## src/rtl/mips_pipe_pkg.sv

```systemverilog
// Shared definitions for the MIPS pipeline hazard logic: forwarding-mux
// select codes, the hazard FSM state type and a register-match helper.
package mips_pipe_pkg;

  localparam logic [1:0] FWD_REG = 2'b00;  // operand from register file
  localparam logic [1:0] FWD_MEM = 2'b10;  // operand from ALUOutM
  localparam logic [1:0] FWD_WB  = 2'b01;  // operand from ResultW

  typedef enum logic [1:0] {
    IDLE     = 2'd0,
    MEM_WAIT = 2'd1,
    MUL      = 2'd2
  } hazard_state_t;

  // A destination matches a source only when it names a real register;
  // r0 is hardwired to zero and never creates a dependency.
  function automatic logic regMatch(input logic [4:0] dst, input logic [4:0] src);
    return (dst != 5'd0) && (dst == src);
  endfunction

endpackage

```

## src/rtl/pipe_fwd_unit.sv

```systemverilog
// Forwarding selection for the E-stage ALU operands and the D-stage
// branch comparator. Purely combinational; the M stage has priority over
// W because it holds the younger result.
module pipe_fwd_unit
  import mips_pipe_pkg::*;
(
  input  logic [4:0] RsD,
  input  logic [4:0] RtD,
  input  logic [4:0] RsE,
  input  logic [4:0] RtE,
  input  logic [4:0] WriteRegM,
  input  logic [4:0] WriteRegW,
  input  logic       RegWriteM,
  input  logic       RegWriteW,
  output logic [1:0] ForwardAE,
  output logic [1:0] ForwardBE,
  output logic       ForwardAD,
  output logic       ForwardBD
);

  // Select the youngest in-flight producer for each E-stage operand
  always_comb begin
    ForwardAE = FWD_REG;
    ForwardBE = FWD_REG;
    if (RegWriteM && regMatch(WriteRegM, RsE))      ForwardAE = FWD_MEM;
    else if (RegWriteW && regMatch(WriteRegW, RsE)) ForwardAE = FWD_WB;
    if (RegWriteM && regMatch(WriteRegM, RtE))      ForwardBE = FWD_MEM;
    else if (RegWriteW && regMatch(WriteRegW, RtE)) ForwardBE = FWD_WB;
  end

  assign ForwardAD = RegWriteM && regMatch(WriteRegM, RsD);
  assign ForwardBD = RegWriteM && regMatch(WriteRegM, RtD);

endmodule

```

## src/rtl/pipe_hazard_ctrl.sv

```systemverilog
// Central hazard controller for the 5-stage pipeline. Generates stage
// stalls and bubbles, hosts the forwarding unit, and sequences holds for
// slow data-memory accesses and the fixed-latency multiplier in E.
module pipe_hazard_ctrl
  import mips_pipe_pkg::*;
#(
  parameter int MUL_LAT     = 4,
  parameter int MEM_TIMEOUT = 64,
  parameter int CNT_W       = 8
) (
  input  logic       clk,
  input  logic       rst_n,
  input  logic [4:0] RsD,
  input  logic [4:0] RtD,
  input  logic [4:0] RsE,
  input  logic [4:0] RtE,
  input  logic [4:0] WriteRegE,
  input  logic [4:0] WriteRegM,
  input  logic [4:0] WriteRegW,
  input  logic       RegWriteE,
  input  logic       RegWriteM,
  input  logic       RegWriteW,
  input  logic       MemtoRegE,
  input  logic       MemtoRegM,
  input  logic       BranchD,
  input  logic       JumpD,
  input  logic       PCSrcD,
  input  logic       MemReqM,
  input  logic       MemReadyM,
  input  logic       MulStartE,
  output logic       StallF,
  output logic       StallD,
  output logic       StallE,
  output logic       StallM,
  output logic       FlushD,
  output logic       FlushE,
  output logic       FlushM,
  output logic       FlushW,
  output logic [1:0] ForwardAE,
  output logic [1:0] ForwardBE,
  output logic       ForwardAD,
  output logic       ForwardBD,
  output logic       MulBusy,
  output logic       MemErr
);

  localparam logic [CNT_W-1:0] CNT_ONE     = CNT_W'(1);
  localparam logic [CNT_W-1:0] CNT_MAX     = '1;
  localparam logic [CNT_W-1:0] MUL_INIT    = CNT_W'(MUL_LAT - 1);
  localparam logic [CNT_W-1:0] TIMEOUT_CNT = CNT_W'(MEM_TIMEOUT);

  hazard_state_t    state;
  logic [CNT_W-1:0] mulCnt;
  logic [CNT_W-1:0] waitCnt;
  logic             memWait;
  logic             mulHold;
  logic             lwStall;
  logic             brStall;
  logic [1:0]       fwdAE;
  logic [1:0]       fwdBE;
  logic             fwdAD;
  logic             fwdBD;

  pipe_fwd_unit uFwd (
    .RsD       (RsD),
    .RtD       (RtD),
    .RsE       (RsE),
    .RtE       (RtE),
    .WriteRegM (WriteRegM),
    .WriteRegW (WriteRegW),
    .RegWriteM (RegWriteM),
    .RegWriteW (RegWriteW),
    .ForwardAE (fwdAE),
    .ForwardBE (fwdBE),
    .ForwardAD (fwdAD),
    .ForwardBD (fwdBD)
  );

  // Forwarding is forced to the register file while reset is asserted
  assign ForwardAE = rst_n ? fwdAE : FWD_REG;
  assign ForwardBE = rst_n ? fwdBE : FWD_REG;
  assign ForwardAD = rst_n && fwdAD;
  assign ForwardBD = rst_n && fwdBD;

  assign memWait = MemReqM && !MemReadyM;

  // A mul outside the MUL state is starting now (this also covers the
  // cycle a memory wait releases with the mul still parked in E), so the
  // start cycle itself is the first of the MUL_LAT hold cycles.
  assign mulHold = ((state != MUL) && MulStartE) || ((state == MUL) && (mulCnt != '0));

  assign lwStall = MemtoRegE && (regMatch(WriteRegE, RsD) || regMatch(WriteRegE, RtD));

  assign brStall = BranchD &&
                   ((RegWriteE && (regMatch(WriteRegE, RsD) || regMatch(WriteRegE, RtD))) ||
                    (MemtoRegM && (regMatch(WriteRegM, RsD) || regMatch(WriteRegM, RtD))));

  // The release cycle of a mul (counter at zero) is not reported as busy
  assign MulBusy = (state == MUL) && (mulCnt != '0);

  // Count consecutive memory-wait cycles in any state; flag a timeout once
  always_ff @(posedge clk or negedge rst_n) begin
    if (!rst_n) begin
      waitCnt <= '0;
      MemErr  <= 1'b0;
    end else if (memWait) begin
      if (waitCnt == TIMEOUT_CNT) MemErr <= 1'b1;
      if (waitCnt != CNT_MAX)     waitCnt <= waitCnt + CNT_ONE;
    end else begin
      waitCnt <= '0;
    end
  end

  // Sequencer: memory waits preempt starting a mul; a finished mul only
  // leaves MUL once memory is not also holding the pipeline, otherwise the
  // still-parked mul in E would be started a second time.
  always_ff @(posedge clk or negedge rst_n) begin
    if (!rst_n) begin
      state  <= IDLE;
      mulCnt <= '0;
    end else begin
      case (state)
        IDLE, MEM_WAIT: begin
          if (memWait) begin
            state <= MEM_WAIT;
          end else if (MulStartE) begin
            state  <= MUL;
            mulCnt <= MUL_INIT;
          end else begin
            state <= IDLE;
          end
        end
        MUL: begin
          if (mulCnt != '0)  mulCnt <= mulCnt - CNT_ONE;
          else if (!memWait) state  <= IDLE;
        end
        default: state <= IDLE;
      endcase
    end
  end

  // Stall/bubble generation: the oldest stalled stage decides the depth
  always_comb begin
    StallF = 1'b0;
    StallD = 1'b0;
    StallE = 1'b0;
    StallM = 1'b0;
    FlushD = 1'b0;
    FlushE = 1'b0;
    FlushM = 1'b0;
    FlushW = 1'b0;
    if (memWait) begin
      StallF = 1'b1;
      StallD = 1'b1;
      StallE = 1'b1;
      StallM = 1'b1;
      FlushW = 1'b1;
    end else if (mulHold) begin
      StallF = 1'b1;
      StallD = 1'b1;
      StallE = 1'b1;
      FlushM = 1'b1;
    end else if (lwStall || brStall) begin
      StallF = 1'b1;
      StallD = 1'b1;
      FlushE = 1'b1;
    end
    FlushD = (PCSrcD || JumpD) && !StallD;
    if (!rst_n) begin
      StallF = 1'b0;
      StallD = 1'b0;
      StallE = 1'b0;
      StallM = 1'b0;
      FlushD = 1'b1;
      FlushE = 1'b1;
      FlushM = 1'b1;
      FlushW = 1'b1;
    end
  end

endmodule

```

## config.mk

```make
export PLATFORM = sky130hd
export DESIGN_NAME = pipe_hazard_ctrl
export DESIGN_NICKNAME = d
export VERILOG_FILES = /design/src/rtl/mips_pipe_pkg.sv /design/src/rtl/pipe_fwd_unit.sv /design/src/rtl/pipe_hazard_ctrl.sv
export SDC_FILE = /design/constraint.sdc
export NUM_CORES = 1
export LEC_CHECK = 0
export ABC_AREA = 1
export CAP_MARGIN = 10
export CORE_ASPECT_RATIO = 2
export CORE_MARGIN = 5
export CORE_UTILIZATION = 30
export CTS_CLUSTER_SIZE = 28
export DETAILED_ROUTE_END_ITERATION = 12
export SYNTH_ARGS = -nofsm -noshare
export SYNTH_HDL_FRONTEND = slang
export SYNTH_SLANG_ARGS = --single-unit
```

## constraint.sdc

```tcl
create_clock -name clk -period 4.15 [get_ports clk]
set_input_delay 0.6225 -clock clk [delete_from_list [all_inputs] [get_ports clk]]
set_output_delay 0.6225 -clock clk [all_outputs]
set_load 0.05 [all_outputs]
```

==> run metrics <==
main combinational cell family by area after synthesis=simple AND/OR/NAND/NOR gates; drc violations=0; switching power=roughly 0.42 mW; YS warnings=0; Global Route Usage Sum=0.1469; clk buf depth=2; layout net count=a little over 400; Worst-path clk slew=~0.05 ns; Yosys top cell by area=dfrtp_1; total core area=6259 sq um; Via density=~4.6; Post-Syn Area per Cell=roughly 6.6 sq um; ratio of cells with drive above 1 in the final layout=0.1243; Flop pwr share=0.262; Die Y=123.1 um; Fillers=~700; Slew @ Worst Pin=0.5047 ns; P&R area growth vs syn=40.31%; Final Setup Violations=0; Synth Register Bits=19; hold path cells=1; dominant cells by area after synthesis=dfrtp_1, nand2_1, inv_1; first-pass GRT wire length=around 9.4 mm; Synth cell types=42; critical path launch point type=primary input; fraction of the mapped netlist area in compound gates=0.1076; RSZ-0062 raised after global routing=false; Setup Fix Bufs, Post-CTS=0; clock skew after layout=~0.0035 ns; Simple-Gate Fraction of Synth Area=0.3810; worst reg-to-reg setup slack=2.75 ns; r2r endpoint=mulCnt[5]$_DFFE_PN0P_; largest net degree at the start of global routing=12; Min-Delay Path Class=reg2reg; Crit. End Element=output port; Gate power share=0.529; launch point of the worst path=WriteRegM[4]; syn nets=about 340; Skew-Pair Late Insertion Delay=0.25 ns; router iterations before antenna repair=4; Max Transition Viols Final=0; Mapped Area=between 1500 and 2000 sq um; Req. time, crit path=3.53 ns; worst hold start=state[1]$_DFFE_PN0P_; DR iter-0 viols=~130; Starting Density=0.3065; register area share after synthesis=0.2479; min Tclk post-route=between 3 and 4 ns; Rel. slew slack=0.6624; Highest Clock Rate=288.8 MHz; XOR/XNOR share of the synthesized area=0.1096; Cells after Synth=between 200 and 300; Post-Route WL=around 5.8 mm; Congestion Overflow GR=0; clk sinks=19; H-tree depth=1; Die X=approximately 67 um; Switching Share=0.4361; Top Ports=64; post-CTS resize count=0; num rows=41; final worst slack=a little under 0.7 ns; Clk network pwr share=0.209; post-synthesis adder-cell area fraction=0.02609; peak supply drop=approximately 0.16 mV; WHS Endpoint=state[0]$_DFFE_PN0P_; routed len/inst=around 13 um; Post-DRT Antenna Nets=0; Synth top area share=0.2479; mux cell area share after synthesis=0; ant diodes=0; post-route setup TNS=0 ns; Max Cap Violations=0; die footprint=around 8200 sq um; leak pwr=approximately 1.4 nW; RePlAce Congestion=approximately 0.88; Post-CTS Hold Buffers=0; PortBufs=63; pre-CTS WS=between 0.6 and 0.7 ns; final count of hold timing violations=0; Final HPWL DP=between 4 and 5 mm; Root Driver=clkbuf_16; R2R depth=7; Final period util=0.8343; r2r startpoint=mulCnt[0]$_DFFE_PN0P_; status=finished clean; number of buffers created by CTS=3; Crit Path Max Fanout=5; P_int=between 0.5 and 0.6 mW; Vias=2034; CP Class=in2out; CTS tree=yes; CP arrival=2.84 ns; initial antenna violation count=0; Power Density=approximately 360 nW/um^2; vias in the first global route=roughly 2100
worst max-delay path by stage:
stage	end	slack [ns]	cells after the start
after global placement	FlushE	0.68	12
after floorplan	StallF	1.06	7
after detailed placement	ForwardAE[1]	0.69	7
after CTS	ForwardAE[1]	0.69	8
final	ForwardAE[1]	0.69	7
after global routing	FlushE	0.59	12
cell usage after synthesis (all sizes together):
library cell and number:
nand2 82, inv 53, nor2 33, dfrtp 19
nand3 18, xor2 16, o21ai 14, xnor2 8
a21oi 6, nand4 6, buf 4, ha 4
nor4 4, nor3 3, or2 3, a211oi 2
o211ai 2, o31ai 2, a211o 1, a22oi 1
a31oi 1, and2 1, clkbuf 1, clkinv 1
nand3b 1, o2111ai 1, o21bai 1, o22ai 1
o41ai 1
placed cells by master, fill, tap and decap left out, types with 2 or more instances in the layout:
| master | instances |
|---|---|
| nand2_1 | 75 |
| nand4_1 | 5 |
| nand2_2 | 5 |
| o211ai_1 | 2 |
| nand3_1 | 16 |
| clkdlybuf4s50_1 | 56 |
| nor4_1 | 3 |
| a21oi_2 | 2 |
| nor2_1 | 28 |
| xnor2_1 | 8 |
| o21ai_1 | 7 |
| inv_2 | 11 |
| xor2_1 | 16 |
| dfrtp_1 | 19 |
| nor3_1 | 3 |
| nor2_2 | 2 |
| o31ai_1 | 2 |
| o21ai_0 | 7 |
| ha_1 | 4 |
| clkbuf_16 | 3 |
| a21oi_1 | 4 |
| nand2_4 | 2 |
| a211oi_1 | 2 |
| nor2_4 | 3 |
| nand3_2 | 2 |
| buf_4 | 9 |
| inv_1 | 42 |
registers in the layout, indices dropped and copies added, names as in the netlist:
signal,cells
mulCnt,8
waitCnt,8
state,2
MemErr,1
worst max-delay path, stage by stage:
cell and delay, ns:
clkdlybuf4s50_1 0.65, inv_2 0.08, nand3_2 0.13, nand3b_4 0.08, nor4_2 0.29, and2_1 0.18, clkdlybuf4s50_1 0.80
routing by layer:
layer / wire length (um) / global-route usage
met3: 245 / 0.01545
met5: 0 / 0
met1: 2019 / 0.1352
met2: 3347 / 0.3035
met4: 162 / 0.06361
power by group through the flow:
stage               clock, mW  sequential [mW]  combinational, mW
floorplan                   0            0.249              0.353
global placement            0            0.255              0.505
detailed placement          0            0.255              0.510
CTS                     0.206            0.253              0.513
global route            0.212            0.254              0.564
finish                  0.202            0.253              0.511
cell type report:
cell class | count | area, sq um | area share
multi-input combinational | 212 | 1197 | 0.4449
clock buffer | 3 | 75.07 | 0.02789
clock inverter | 1 | 5.005 | 0.001860
timing repair buffer | 65 | 628.1 | 0.2334
inverter | 54 | 202.7 | 0.07531
tap | 86 | 107.6 | 0.03998
sequential | 19 | 475.5 | 0.1767
cells by family after synthesis:
logic type,count (synthesis)
compound gates,33
xor+xnor,24
fa+ha+maj,4
buf+inv,59
flops,19
simple gates,151
per-stage QoR:
stage          cell area (sq um)  power (mW)  cells    util  hold slack (ns)
3_3_place_gp                2611      0.7599    436  0.4172           0.4292
3_5_place_dp                2611      0.7649    436  0.4172           0.4307
6_report                    2691      0.9664    440  0.4300           0.4366
4_1_cts                     2691      0.9719    440  0.4300           0.4379
2_1_floorplan               1918      0.6025    290       -           0.3269
5_1_grt                     2691       1.031    440  0.4300           0.4436
No activity file was read; power rests on OpenSTA's default activity.
==> RTL edit 1, RTL diff (config.mk and constraints unchanged) <==
Change the parameter `CNT_W` from 8 to 10.
--- a/src/rtl/pipe_hazard_ctrl.sv
+++ b/src/rtl/pipe_hazard_ctrl.sv
@@ -6,7 +6,7 @@
 #(
   parameter int MUL_LAT     = 4,
   parameter int MEM_TIMEOUT = 64,
-  parameter int CNT_W       = 8
+  parameter int CNT_W       = 10
 ) (
   input  logic       clk,
   input  logic       rst_n,
Function: no difference found for any inputs over 10 cycles, from zero or initial values and one cycle with rst_n low; that may be too few to reach the edited logic, so the function may still have changed.
==> RTL edit 1 against the unedited design <==
Clock skew rose by 0.0017 ns. Design area rose by 8.7%. Total power rose by 11%. Sequential cell count rose by 4. Via count rose by 11%. Wire length rose by 9.5%. Final cell count rose by 9.1%. Synthesized area rose by 9.3%. Synthesized cell count rose by 12%. Global-route usage barely moved. Worst setup slack got worse by 0.17 ns. Critical endpoint unchanged.
==> RTL edit 1: results (changes against the unedited design) <==
[run_status]
status=complete, no violations

[sta]
clock_skew_ns=0.00511  ; +0.00166 ns
maxSlewHeadroom=0.657  ; -0.00565

[synth]
yosysWarnings=0  ; unchanged
synth.area.top_cells=dfrtp_1 (27%), nand2_1 (16%), inv_1 (10%)
synth_cell_type_count=40  ; -4.8%
seq_area_frac_synth=0.275  ; +0.0267
synthTopCellsByCount=nand2_1 (89), inv_1 (56), nor2_1 (32), dfrtp_1 (23), nand3_1 (15)
syn_nets=375  ; +9.6%

[final_layout]
fill_cells=771  ; +11%
drive_above_1_share=0.0897  ; -0.0346
top_regs=mulCnt (10), waitCnt (10), state (2)
regArea_sq_um=576  ; +21%
diodes=0  ; unchanged
nNetsFinal=442  ; +8.6%

[critical_path]
path_max_fanout=7  ; +2
critPathArrivalTime_ns=3.01  ; +0.17 ns

[placement]
hpwlAfterDp_mm=5.50  ; +11%
place.gp.congestion=0.826  ; -6.2%

[clock_tree]
clk_pin_slew_ns=0.06
ctsResizeCount=0  ; unchanged
postCtsSetupBuffers=0  ; unchanged
clock_latency_ns=0.27  ; +0.02 ns
cts_made_buffers=3  ; unchanged

[drt]
via_per_inst=4.68  ; +1.3%
drt_iter0_drc=150  ; +12%
routed_wl_mm=6.32  ; +9.5%

[grt]
grt_pass1_vias=2342  ; +10%
grt_usage=0.147  ; about the same
grt_max_degree=13  ; +1
grt_first_pass_wirelength_mm=10.5  ; +12%
antenna_found_initial=0  ; unchanged

[pwr]
leakagePower_nw=1.42  ; +4.9%
peakVddDrop_mv=0.209  ; +29%

## RTL edit 1: path summary, 6_finish.rpt
check	startpoint	to	slack [ns]	cells after the start
setup / recovery	WriteRegM[2]	ForwardAE[1]	0.52	7
hold / removal	state[1]	state[0]	0.43	1
setup reg to reg	mulCnt[0]	mulCnt[8]	2.33	10
hold reg to reg	state[1]	state[0]	0.43	1
max in group asynchronous	rst_n	mulCnt[6]	2.84	3
min in group asynchronous	rst_n	mulCnt[1]	0.68	1
## RTL edit 1: area by class of cell
cell class                 instances  share of cell area
multi-input combinational        238               0.433
timing repair buffer              67               0.230
sequential                        23               0.197
inverter                          58              0.0752
tap                               90              0.0385
clock buffer                       4              0.0269
## RTL edit 1: critical path, stage by stage
cell and delay, ns:
clkdlybuf4s50_1 0.67, nor2_1 0.11, nand3_2 0.10, inv_1 0.06, nor4_1 0.45, and2_1 0.20, clkdlybuf4s50_1 0.79
## RTL edit 1: kinds of logic (layout without fill, tap and decap cells)
kind of cell,count (synthesis),count (layout),synth area share
simple gates,178,178,0.392
xor+xnor,21,21,0.0878
compound gates,36,36,0.107
flops,23,23,0.275
buf+inv,63,129,0.121
fa+ha+maj,3,3,0.0179
## RTL edit 1: routing by layer
| layer | GRT usage | wire [um] |
|---|---|---|
| met4 | 0.0736 | 147 |
| met3 | 0.0157 | 248 |
| met2 | 0.311 | 3740 |
| met5 | 0 | 0 |
| met1 | 0.130 | 2190 |
## RTL edit 1: power by group
group	switching (mW)	internal (mW)	leakage (nW)
logic	0.341	0.204	1.08
clock network	0.0875	0.132	0.0382
registers	0.0363	0.273	0.303
## RTL edit 1: through the flow
stage	setup WS (ns)	total power, mW	cell area [sq um]	instances	hold slack [ns]
after detailed placement	0.467	0.863	2850	476	0.424
after global routing	0.364	1.15	2930	480	0.455
after CTS	0.457	1.08	2930	480	0.432
final	0.519	1.07	2930	480	0.431
after global placement	0.495	0.852	2850	476	0.411
after floorplan	1.37	0.692	2100	324	0.327
==> RTL edit 2, RTL diff (config.mk and constraints unchanged) <==
Made on the original files. Put one more register stage on the output `MemErr`, with the module's reset. The value now appears one clock later. The other outputs are not delayed to match.
--- a/src/rtl/pipe_hazard_ctrl.sv
+++ b/src/rtl/pipe_hazard_ctrl.sv
@@ -48,6 +48,8 @@
   localparam logic [CNT_W-1:0] CNT_MAX     = '1;
   localparam logic [CNT_W-1:0] MUL_INIT    = CNT_W'(MUL_LAT - 1);
   localparam logic [CNT_W-1:0] TIMEOUT_CNT = CNT_W'(MEM_TIMEOUT);
+
+  logic MemErr_s0;
 
   hazard_state_t    state;
   logic [CNT_W-1:0] mulCnt;
@@ -102,9 +104,9 @@
   always_ff @(posedge clk or negedge rst_n) begin
     if (!rst_n) begin
       waitCnt <= '0;
-      MemErr  <= 1'b0;
+      MemErr_s0 <= 1'b0;
     end else if (memWait) begin
-      if (waitCnt == TIMEOUT_CNT) MemErr <= 1'b1;
+      if (waitCnt == TIMEOUT_CNT) MemErr_s0 <= 1'b1;
       if (waitCnt != CNT_MAX)     waitCnt <= waitCnt + CNT_ONE;
     end else begin
       waitCnt <= '0;
@@ -178,5 +180,13 @@
     end
   end
 
+  always_ff @(posedge clk or negedge rst_n) begin
+    if (!rst_n) begin
+      MemErr <= '0;
+    end else begin
+      MemErr <= MemErr_s0;
+    end
+  end
+
 endmodule
 
Behaviour: same outputs for any inputs over 10 cycles, from zero or initial values and one cycle with rst_n low; that may be too few to reach the edited logic, so the function may still have changed.
==> RTL edit 2 against the unedited design <==
First-iteration DRC count is 2.2% higher. Wire length down 13%. Maximum frequency fell by 0.73%. Sequential power rose by 4%. Die area shrank 1.3%. Worst setup slack lost 0.025 ns. Synthesized area fell by 1.5%. Total power shrank 0.86%. Design area decreased by 0.42%. Sequential cell count rose by 1. Critical path type unchanged. Highest routed layer unchanged.
==> RTL edit 2: results (changes against the unedited design) <==
[final_layout]
signal_buffers=64  ; -1.5%
fin_util=0.432  ; +0.00174
final-clk-cell-share=0.0280  ; -0.00174
fin_cells=439  ; -0.23%
buffer_area_frac=0.237  ; +0.00378
multi_input_area_sq_mm=0.00116  ; -2.9%
nMultiInputCombCells=213  ; +0.47%
drive_above_1_share=0.0907  ; -0.0336
fill_cells=634  ; -9.0%
inverters_excl_clock=53  ; -1.9%
regArea_sq_um=500  ; +5.3%

[critical_path]
max_stage_delay_ns=0.81
critPathArrivalTime_ns=2.87  ; +0.03 ns

[worst_hold_path]
holdPathStages=0  ; -1
min_path_type=reg -> reg

[sta]
tightestPinTransition_ns=0.512  ; +0.00743 ns
clock_skew_ns=0.00341  ; -0.0000442 ns

[drt]
drt_iter0_drc=137  ; +2.2%
num_vias=1964  ; -3.4%
firstDrtPassIters=4  ; unchanged
wl_per_cell_um=11.4  ; -13%

[synth]
synth.area.top_cells=dfrtp_1 (26%), nand2_1 (15%), inv_1 (7.7%)
synth_compound_area_frac=0.105  ; -0.00233
syn_nets=343  ; +0.29%
yosysWarnings=0  ; unchanged
synth_cell_type_count=38  ; -9.5%
ys_ff_latch=20  ; +1
synthXorXnorAreaFrac=0.111  ; +0.00167
synth_adder_area_share=0.0265  ; +0.000397
synthTopCellsByCount=nand2_1 (77), inv_1 (39), nor2_1 (28), dfrtp_1 (20), nand3_1 (19)
seq_area_frac_synth=0.265  ; +0.0170
async_flop_share=1.00  ; unchanged
syn_inst=291  ; +0.34%

[grt]
grt_max_degree=18  ; +6
grt_usage=0.125  ; -0.0220
grt_first_pass_wirelength_mm=8.15  ; -13%
grt_pass1_vias=1898  ; -11%

[pwr]
leakagePower_nw=1.31  ; -3.0%
peakVddDrop_mv=0.179  ; +11%

[placement]
place_area_sq_mm=0.00261  ; -0.24%
hpwlAfterDp_mm=4.19  ; -16%
place.gp.congestion=0.863  ; -2.0%
dp_slack_ns=0.653  ; -0.0344 ns

[clock_tree]
postCtsSetupBuffers=0  ; unchanged
clk_pin_slew_ns=0.06

[run_status]
status=complete, no violations

RTL edit 2: per-layer routing:
| layer | track usage | part of all wire |
|---|---|---|
| met3 | 0.0192 | 0.063 |
| met4 | 0.0344 | 0.0090 |
| met1 | 0.162 | 0.46 |
| met2 | 0.212 | 0.47 |
| met5 | 0 | 0 |
RTL edit 2: worst paths after layout:
path / start / end / slack (ns)
worst max-delay path: WriteRegM[2] / StallF / 0.66
worst min-delay path: MemErr_s0 / MemErr / 0.39
worst max register to register: mulCnt[1] / mulCnt[5] / 2.75
worst min register to register: MemErr_s0 / MemErr / 0.39
max in group asynchronous: rst_n / waitCnt[4] / 2.92
min in group asynchronous: rst_n / state[0] / 0.66
RTL edit 2: report_power, final:
part / switching (mW) / internal, mW
logic: 0.306 / 0.191
clock network: 0.0725 / 0.127
registers: 0.0265 / 0.235
total: 0.405 / 0.553
RTL edit 2: worst max-delay path: cells and delay by family:
family | cells | cell delay [ns]
buffers and inverters | 3 | 1.47
AND/OR/NAND/NOR | 9 | 0.77
